`config.mk`:
```
export PLATFORM = sky130hd
export DESIGN_NAME = masked_present_inv_sbox_layer
export DESIGN_NICKNAME = d
export VERILOG_FILES = /design/src/rtl/masked_present_inv_sbox_layer_pkg.sv /design/src/rtl/masked_present_inv_sbox_layer_sbox.sv /design/src/rtl/masked_present_inv_sbox_layer.sv
export SDC_FILE = /design/constraint.sdc
export NUM_CORES = 1
export LEC_CHECK = 0
export ABC_CLOCK_PERIOD_IN_PS = 1750
export CORE_MARGIN = 2
export CORE_UTILIZATION = 40
export CTS_CLUSTER_DIAMETER = 150
export DETAILED_ROUTE_END_ITERATION = 6
export PLACE_DENSITY = 0.75
export SLEW_MARGIN = 5
export SYNTH_ARGS = -nofsm -noshare
export SYNTH_HDL_FRONTEND = slang
export SYNTH_SLANG_ARGS = --single-unit
```
`constraint.sdc`:
```
create_clock -name clk -period 1.75 [get_ports clk]
set_input_delay 0.4375 -clock clk [delete_from_list [all_inputs] [get_ports clk]]
set_output_delay 0.4375 -clock clk [all_outputs]
set_load 0.005 [all_outputs]
```
`src/rtl/masked_present_inv_sbox_layer_pkg.sv`:
```
// Shared constants, state encoding and reference table
// for the masked inverse PRESENT S-box layer.
package masked_present_inv_sbox_layer_pkg;

  localparam int NIBBLES  = 16;
  localparam int SBOX_LAT = 3;
  localparam int RND_W    = 4;

  // Unmasked Sinv, nibble i of the constant is Sinv(i)
  localparam logic [63:0] SINV_LUT = 64'hA970_364B_D21C_8FE5;

  typedef enum logic [1:0] {
    ST_IDLE,
    ST_RUN,
    ST_DONE
  } state_e;

endpackage

```
`src/rtl/masked_present_inv_sbox_layer_sbox.sv`:
```
// Two-share DOM inverse PRESENT S-box, three register stages,
// four DOM-AND gadgets (A,B then C,D), one fresh bit each.
module masked_present_inv_sbox
  import masked_present_inv_sbox_layer_pkg::*;
(
  input  logic             clk,
  input  logic             rst,
  input  logic             in_valid_i,
  input  logic [3:0]       x0_i,
  input  logic [3:0]       x1_i,
  input  logic [RND_W-1:0] rnd_i,
  output logic             out_valid_o,
  output logic [3:0]       y0_o,
  output logic [3:0]       y1_o
);

  // {d1&e1, d1&e0^r, d0&e1^r, d0&e0}, all registered
  function automatic logic [3:0] dom_terms(
    input logic p0, input logic q0,
    input logic p1, input logic q1,
    input logic r
  );
    return {p1 & q1, (p1 & q0) ^ r,
            (p0 & q1) ^ r, p0 & q0};
  endfunction

  // Share-local output map, k is the constant
  // carried by share 0 only
  function automatic logic [3:0] y_map(
    input logic [3:0] xs,
    input logic ta, input logic tb,
    input logic tc, input logic td,
    input logic k
  );
    logic [3:0] ys;
    ys[0] = tb ^ xs[0] ^ xs[2] ^ k;
    ys[1] = tc ^ td ^ tb ^ xs[0] ^ xs[1] ^ xs[3];
    ys[2] = tc ^ td ^ tb ^ ta ^ xs[3] ^ k;
    ys[3] = tc ^ xs[0] ^ xs[1] ^ xs[2] ^ xs[3];
    return ys;
  endfunction

  logic [SBOX_LAT-1:0] v_q;
  logic [3:0] ga_q, gb_q, gc_q, gd_q;
  logic [3:0] x0_s1_q, x1_s1_q;
  logic [3:0] x0_s2_q, x1_s2_q;
  logic [1:0] r_s1_q;
  logic [1:0] a_s2_q, b_s2_q;
  logic [3:0] y0_q, y1_q;

  logic a0, a1, b0, b1;
  logic ma0, ma1, mb0, mb1;
  logic ca0, ca1, cb0, cb1;
  logic da0, da1, db0, db1;
  logic mc0, mc1, md0, md1;

  // A = (x0^x2)(x1^x3), B = x1 x3
  assign a0 = x0_i[0] ^ x0_i[2];
  assign b0 = x0_i[1] ^ x0_i[3];
  assign a1 = x1_i[0] ^ x1_i[2];
  assign b1 = x1_i[1] ^ x1_i[3];

  assign ma0 = ga_q[0] ^ ga_q[1];
  assign ma1 = ga_q[3] ^ ga_q[2];
  assign mb0 = gb_q[0] ^ gb_q[1];
  assign mb1 = gb_q[3] ^ gb_q[2];

  // C = (A^x3) x0, D = (B^x1^x2)(x0^x3)
  assign ca0 = ma0 ^ x0_s1_q[3];
  assign ca1 = ma1 ^ x1_s1_q[3];
  assign cb0 = x0_s1_q[0];
  assign cb1 = x1_s1_q[0];
  assign da0 = mb0 ^ x0_s1_q[1] ^ x0_s1_q[2];
  assign da1 = mb1 ^ x1_s1_q[1] ^ x1_s1_q[2];
  assign db0 = x0_s1_q[0] ^ x0_s1_q[3];
  assign db1 = x1_s1_q[0] ^ x1_s1_q[3];

  assign mc0 = gc_q[0] ^ gc_q[1];
  assign mc1 = gc_q[3] ^ gc_q[2];
  assign md0 = gd_q[0] ^ gd_q[1];
  assign md1 = gd_q[3] ^ gd_q[2];

  always_ff @(posedge clk) begin
    if (rst) begin
      v_q <= '0;
    end else begin
      v_q <= {v_q[SBOX_LAT-2:0], in_valid_i};
    end
  end

  always_ff @(posedge clk) begin
    ga_q    <= dom_terms(a0, b0, a1, b1, rnd_i[0]);
    gb_q    <= dom_terms(x0_i[1], x0_i[3],
                         x1_i[1], x1_i[3], rnd_i[1]);
    x0_s1_q <= x0_i;
    x1_s1_q <= x1_i;
    r_s1_q  <= rnd_i[3:2];
    gc_q    <= dom_terms(ca0, cb0, ca1, cb1, r_s1_q[0]);
    gd_q    <= dom_terms(da0, db0, da1, db1, r_s1_q[1]);
    a_s2_q  <= {ma1, ma0};
    b_s2_q  <= {mb1, mb0};
    x0_s2_q <= x0_s1_q;
    x1_s2_q <= x1_s1_q;
    y0_q    <= y_map(x0_s2_q, a_s2_q[0], b_s2_q[0],
                     mc0, md0, 1'b1);
    y1_q    <= y_map(x1_s2_q, a_s2_q[1], b_s2_q[1],
                     mc1, md1, 1'b0);
  end

  assign out_valid_o = v_q[SBOX_LAT-1];
  assign y0_o        = y0_q;
  assign y1_o        = y1_q;

endmodule

```
`src/rtl/masked_present_inv_sbox_layer.sv`:
```
// Masked inverse PRESENT S-box layer: serialises 16 nibbles
// through one shared pipelined masked S-box.
module masked_present_inv_sbox_layer
  import masked_present_inv_sbox_layer_pkg::*;
(
  input  logic             clk,
  input  logic             rst,
  input  logic             in_valid,
  output logic             in_ready,
  input  logic [63:0]      in_s0,
  input  logic [63:0]      in_s1,
  input  logic [RND_W-1:0] rnd,
  output logic             out_valid,
  input  logic             out_ready,
  output logic [63:0]      out_s0,
  output logic [63:0]      out_s1,
  output logic             busy
);

  state_e      state_q, state_d;
  logic [4:0]  issue_q, issue_d;
  logic [4:0]  coll_q, coll_d;
  logic [63:0] ish0_q, ish0_d, ish1_q, ish1_d;
  logic [63:0] osh0_q, osh0_d, osh1_q, osh1_d;

  logic       issue;
  logic       sb_valid;
  logic [3:0] sb_y0, sb_y1;

  assign issue = (state_q == ST_RUN) && !issue_q[4];

  masked_present_inv_sbox u_sbox (
    .clk         (clk),
    .rst         (rst),
    .in_valid_i  (issue),
    .x0_i        (ish0_q[3:0]),
    .x1_i        (ish1_q[3:0]),
    .rnd_i       (rnd),
    .out_valid_o (sb_valid),
    .y0_o        (sb_y0),
    .y1_o        (sb_y1)
  );

  always_comb begin
    state_d = state_q;
    issue_d = issue_q;
    coll_d  = coll_q;
    ish0_d  = ish0_q;
    ish1_d  = ish1_q;
    osh0_d  = osh0_q;
    osh1_d  = osh1_q;
    unique case (1'b1)
      state_q == ST_IDLE: begin
        if (in_valid) begin
          ish0_d  = in_s0;
          ish1_d  = in_s1;
          issue_d = '0;
          coll_d  = '0;
          state_d = ST_RUN;
        end
      end
      state_q == ST_RUN: begin
        if (issue) begin
          ish0_d  = {4'h0, ish0_q[63:4]};
          ish1_d  = {4'h0, ish1_q[63:4]};
          issue_d = issue_q + 5'd1;
        end
        // nibble 0 returns first and ends up in bits [3:0]
        if (sb_valid) begin
          osh0_d = {sb_y0, osh0_q[63:4]};
          osh1_d = {sb_y1, osh1_q[63:4]};
          coll_d = coll_q + 5'd1;
          if (coll_q == 5'(NIBBLES - 1)) begin
            state_d = ST_DONE;
          end
        end
      end
      state_q == ST_DONE: begin
        if (out_ready) begin
          state_d = ST_IDLE;
        end
      end
      default: state_d = ST_IDLE;
    endcase
  end

  always_ff @(posedge clk) begin
    if (rst) begin
      state_q <= ST_IDLE;
      issue_q <= '0;
      coll_q  <= '0;
      ish0_q  <= '0;
      ish1_q  <= '0;
      osh0_q  <= '0;
      osh1_q  <= '0;
    end else begin
      state_q <= state_d;
      issue_q <= issue_d;
      coll_q  <= coll_d;
      ish0_q  <= ish0_d;
      ish1_q  <= ish1_d;
      osh0_q  <= osh0_d;
      osh1_q  <= osh1_d;
    end
  end

  assign in_ready  = (state_q == ST_IDLE);
  assign out_valid = (state_q == ST_DONE);
  assign busy      = (state_q != ST_IDLE);
  assign out_s0    = osh0_q;
  assign out_s1    = osh1_q;

endmodule

```
==> flow_metrics.env <==
export IMPL_p_int_mw=13.8
export IMPL_antenna_left=0
export IMPL_wirelength_mm=30.1
export IMPL_status="finished, violations left"
export IMPL_place_ws_ns=-0.321
export IMPL_track_usage=0.182
export IMPL_power_density_nw_per_um2=1050
export IMPL_worstMarginPinSlew_ns=0.344
export IMPL_ctsHtreeMaxLevel=2
export IMPL_slew_headroom=0.769
export IMPL_ys_seq_area_frac=0.530
export IMPL_seqPwrFrac=0.447
export IMPL_cts_num_sinks=317
export IMPL_cts_hold_fix_buffers=0
export IMPL_switchingPower_mw=4.10
export IMPL_yosysMostFrequentCell="dfxtp_1"
export IMPL_end_kind="register"
export IMPL_grt_antenna_before_repair=3
export IMPL_timing_final_ws_setup_ns=-0.0367
export IMPL_synth_distinct_cells=34
export IMPL_p_comb_frac=0.127
export IMPL_synthTopCellsByCount="317 x dfxtp_1, 265 x nand2_1, 144 x nor2_1, 133 x a21oi_1, 123 x a211oi_1"
export IMPL_critPathMaxFanout=8
export IMPL_synth_mux_area_frac=0.100
export IMPL_grt_pass1_wl_mm=46.8
export IMPL_place_area_um2=15400
export IMPL_fin_hold_ws_ns=0.357
export IMPL_hold_class="primary input to register"
export IMPL_syn_to_final_growth_pct=42.3
export IMPL_period_needed_ns=1.79
export IMPL_initial_core_util=0.405
export IMPL_final_hold_viol_count=0
export IMPL_die_y_um=177
export IMPL_via_count=9986
export IMPL_ys_flop_type="dfxtp_1"
export IMPL_io_buffers=266
export IMPL_clkTransAtPathRegs_ns=0.06
export IMPL_diodes=0
export IMPL_hpwlAfterDp_mm=20.5
export IMPL_routed_via_density=5.00
export IMPL_cts_buffer_depth=3
export IMPL_cts_tree="yes"
export IMPL_drc=0
export IMPL_dr_pass1_iters=5
export IMPL_finalCritPeriodShare=1.02
export IMPL_wl_per_cell_um=15.1
export IMPL_clkLatencyLatePin_ns=0.50
export IMPL_synth_simple_area_share=0.142
export IMPL_power_leakage_nw=7.36
export IMPL_clock_root_buffer="clkbuf_16"
export IMPL_ys_ff_latch=317
export IMPL_synth_top_family_by_area="simple AND/OR/NAND/NOR gates"
export IMPL_grt_overflow_total=0
export IMPL_syn_inst=1303
export IMPL_first_global_vias=9526
export IMPL_fillers=2533
export IMPL_dieArea_um2=31300
export IMPL_ys_top_cells_by_area="dfxtp_1 53%, mux2i_1 10%, nand2_1 8.3%"
export IMPL_maxCapViolCount=0
export IMPL_violations="negative setup slack"
export IMPL_drive_gt1_frac=0.149
export IMPL_required_ns=2.13
export IMPL_synthArstFlopShare=0
export IMPL_fmax_mhz=560
export IMPL_nNetsFinal=1726
export IMPL_synth_edf_count=0
export IMPL_final_area_um2=17100
export IMPL_clockPowerShare=0.426
export IMPL_tns_ns=-0.155
export IMPL_cts_made_buffers=34
export IMPL_rsz0062_at_grt="yes"
export IMPL_synth_top_area_share=0.530
export IMPL_drt_iter0_markers=461
export IMPL_netlist_area_um2=12000
export IMPL_synth_largest_area_cell="dfxtp_1"
export IMPL_row_count=63
export IMPL_p_sw_frac=0.229
export IMPL_finalMaxSlewViolations=0
export IMPL_avgSynthCellArea_um2=9.19
export IMPL_crit_arrival_ns=2.17
export IMPL_gp_congestion=0.788
export IMPL_syn_nets=1444
export IMPL_synth_compound_area_share=0.141
export IMPL_yosysWarnings=0
export IMPL_irDropWorstVdd_v=0.000658
export IMPL_io_pins=267
export IMPL_chipWidth_um=177
export IMPL_grt_max_degree=68
export IMPL_clock_skew_ns=0.00963
export IMPL_synthXorXnorAreaFrac=0.0388
export IMPL_crit_path_start_kind="register"
export IMPL_setup_viol_count_final=6
export IMPL_synth_adder_area_share=0.00522
export IMPL_crit_type="register to register"
export IMPL_multi_input_area_um2=5280
export IMPL_core_area_um2=29600
export IMPL_regArea_um2=6430
## stage by stage
step           std cells   util  power [mW]
2_1_floorplan       1303      -        9.41
3_3_place_gp        1914  0.522        10.2
3_5_place_dp        1914  0.522        10.2
4_1_cts             1981  0.563        18.0
5_1_grt             1999  0.577        18.6
6_report            1999  0.577        17.9
## placed cells by master, fill, tap and decap left out, drive strengths merged, types with 4 or more instances in the layout
| cell | instances |
|---|---|
| dfxtp | 317 |
| a22oi | 9 |
| dlygate4sd2 | 129 |
| a211oi | 123 |
| xor2 | 19 |
| mux2i | 120 |
| nor2 | 144 |
| xnor2 | 34 |
| clkdlybuf4s50 | 134 |
| a21oi | 134 |
| ha | 5 |
| buf | 77 |
| nand2b | 5 |
| bufinv | 4 |
| nand2 | 265 |
| clkbuf | 60 |
| inv | 4 |
| and2 | 5 |
## final timing paths
path                                   from                         to  slack [ns]  depth (start not counted)
setup / recovery    state_q[0]$_SDFFE_PP0P_     ish1_q[7]$_SDFFE_PP0P_       -0.04                         10
hold / removal                          rst    out_s1[50]$_SDFFE_PP0P_        0.36                          2
setup reg to reg    state_q[0]$_SDFFE_PP0P_     ish1_q[7]$_SDFFE_PP0P_       -0.04                         10
hold reg to reg   u_sbox.x0_s1_q[1]$_DFF_P_  u_sbox.x0_s2_q[1]$_DFF_P_        0.36                          0
## cell type report
cell class              instances  area share
flip-flops and latches        317       0.377
multi-input cells             880       0.310
repair buffers                348       0.212
well taps                     390      0.0286
inverters                       4    0.000881
clock buffers                  53      0.0631
clock inverters                 7     0.00815
## power by group through the flow
| stage | Clock [mW] | Combinational (mW) | Sequential [mW] |
|---|---|---|---|
| finish | 7.63 | 2.26 | 8.01 |
| global route | 8.12 | 2.46 | 8.06 |
| CTS | 7.84 | 2.10 | 8.01 |
| detailed placement | 0 | 2.07 | 8.17 |
| global placement | 0 | 2.01 | 8.15 |
| floorplan | 0 | 1.34 | 8.08 |
## critical path: stages (launching register included)
cell,delay [ns]
dfxtp_4,0.35
buf_6,0.14
buf_6,0.11
nand2b_4,0.14
a21oi_4,0.23
buf_12,0.17
buf_12,0.13
buf_12,0.12
buf_8,0.12
buf_4,0.11
a211oi_2,0.05
## state kept, by name, indices dropped and copies added, names as in the netlist, 5 cells and up
name,count
ish0_q,64
ish1_q,64
out_s0,64
out_s1,64
coll_q,5
issue_q,5
## metal layers
metal | up-vias | wire length (um) | GRT usage | part of all wire
li1 | 4982 | - | - | -
met1 | 4654 | 13100 | 0.231 | 0.43
met2 | 297 | 14400 | 0.311 | 0.48
met3 | 49 | 2160 | 0.0457 | 0.072
met4 | 4 | 481 | 0.0430 | 0.016
met5 | - | 25 | 0 | 0.00083
## cells by family (layout without fill, tap and decap cells)
family	Yosys count	count (layout)
AND/OR/NAND/NOR	434	434
flip-flops	317	317
AO/OA/AOI/OAI	268	268
multiplexers	120	120
buffers and inverters	106	412
XOR/XNOR	53	53
adder cells (fa/ha/maj)	5	5
## timing repair
action,in CTS,in global routing
buffers inserted,7,11
setup endpoints to repair,133,97
resized for setup,213,37
pin swaps,4,35
gates cloned,0,7
No activity file was read; power rests on OpenSTA's default activity.
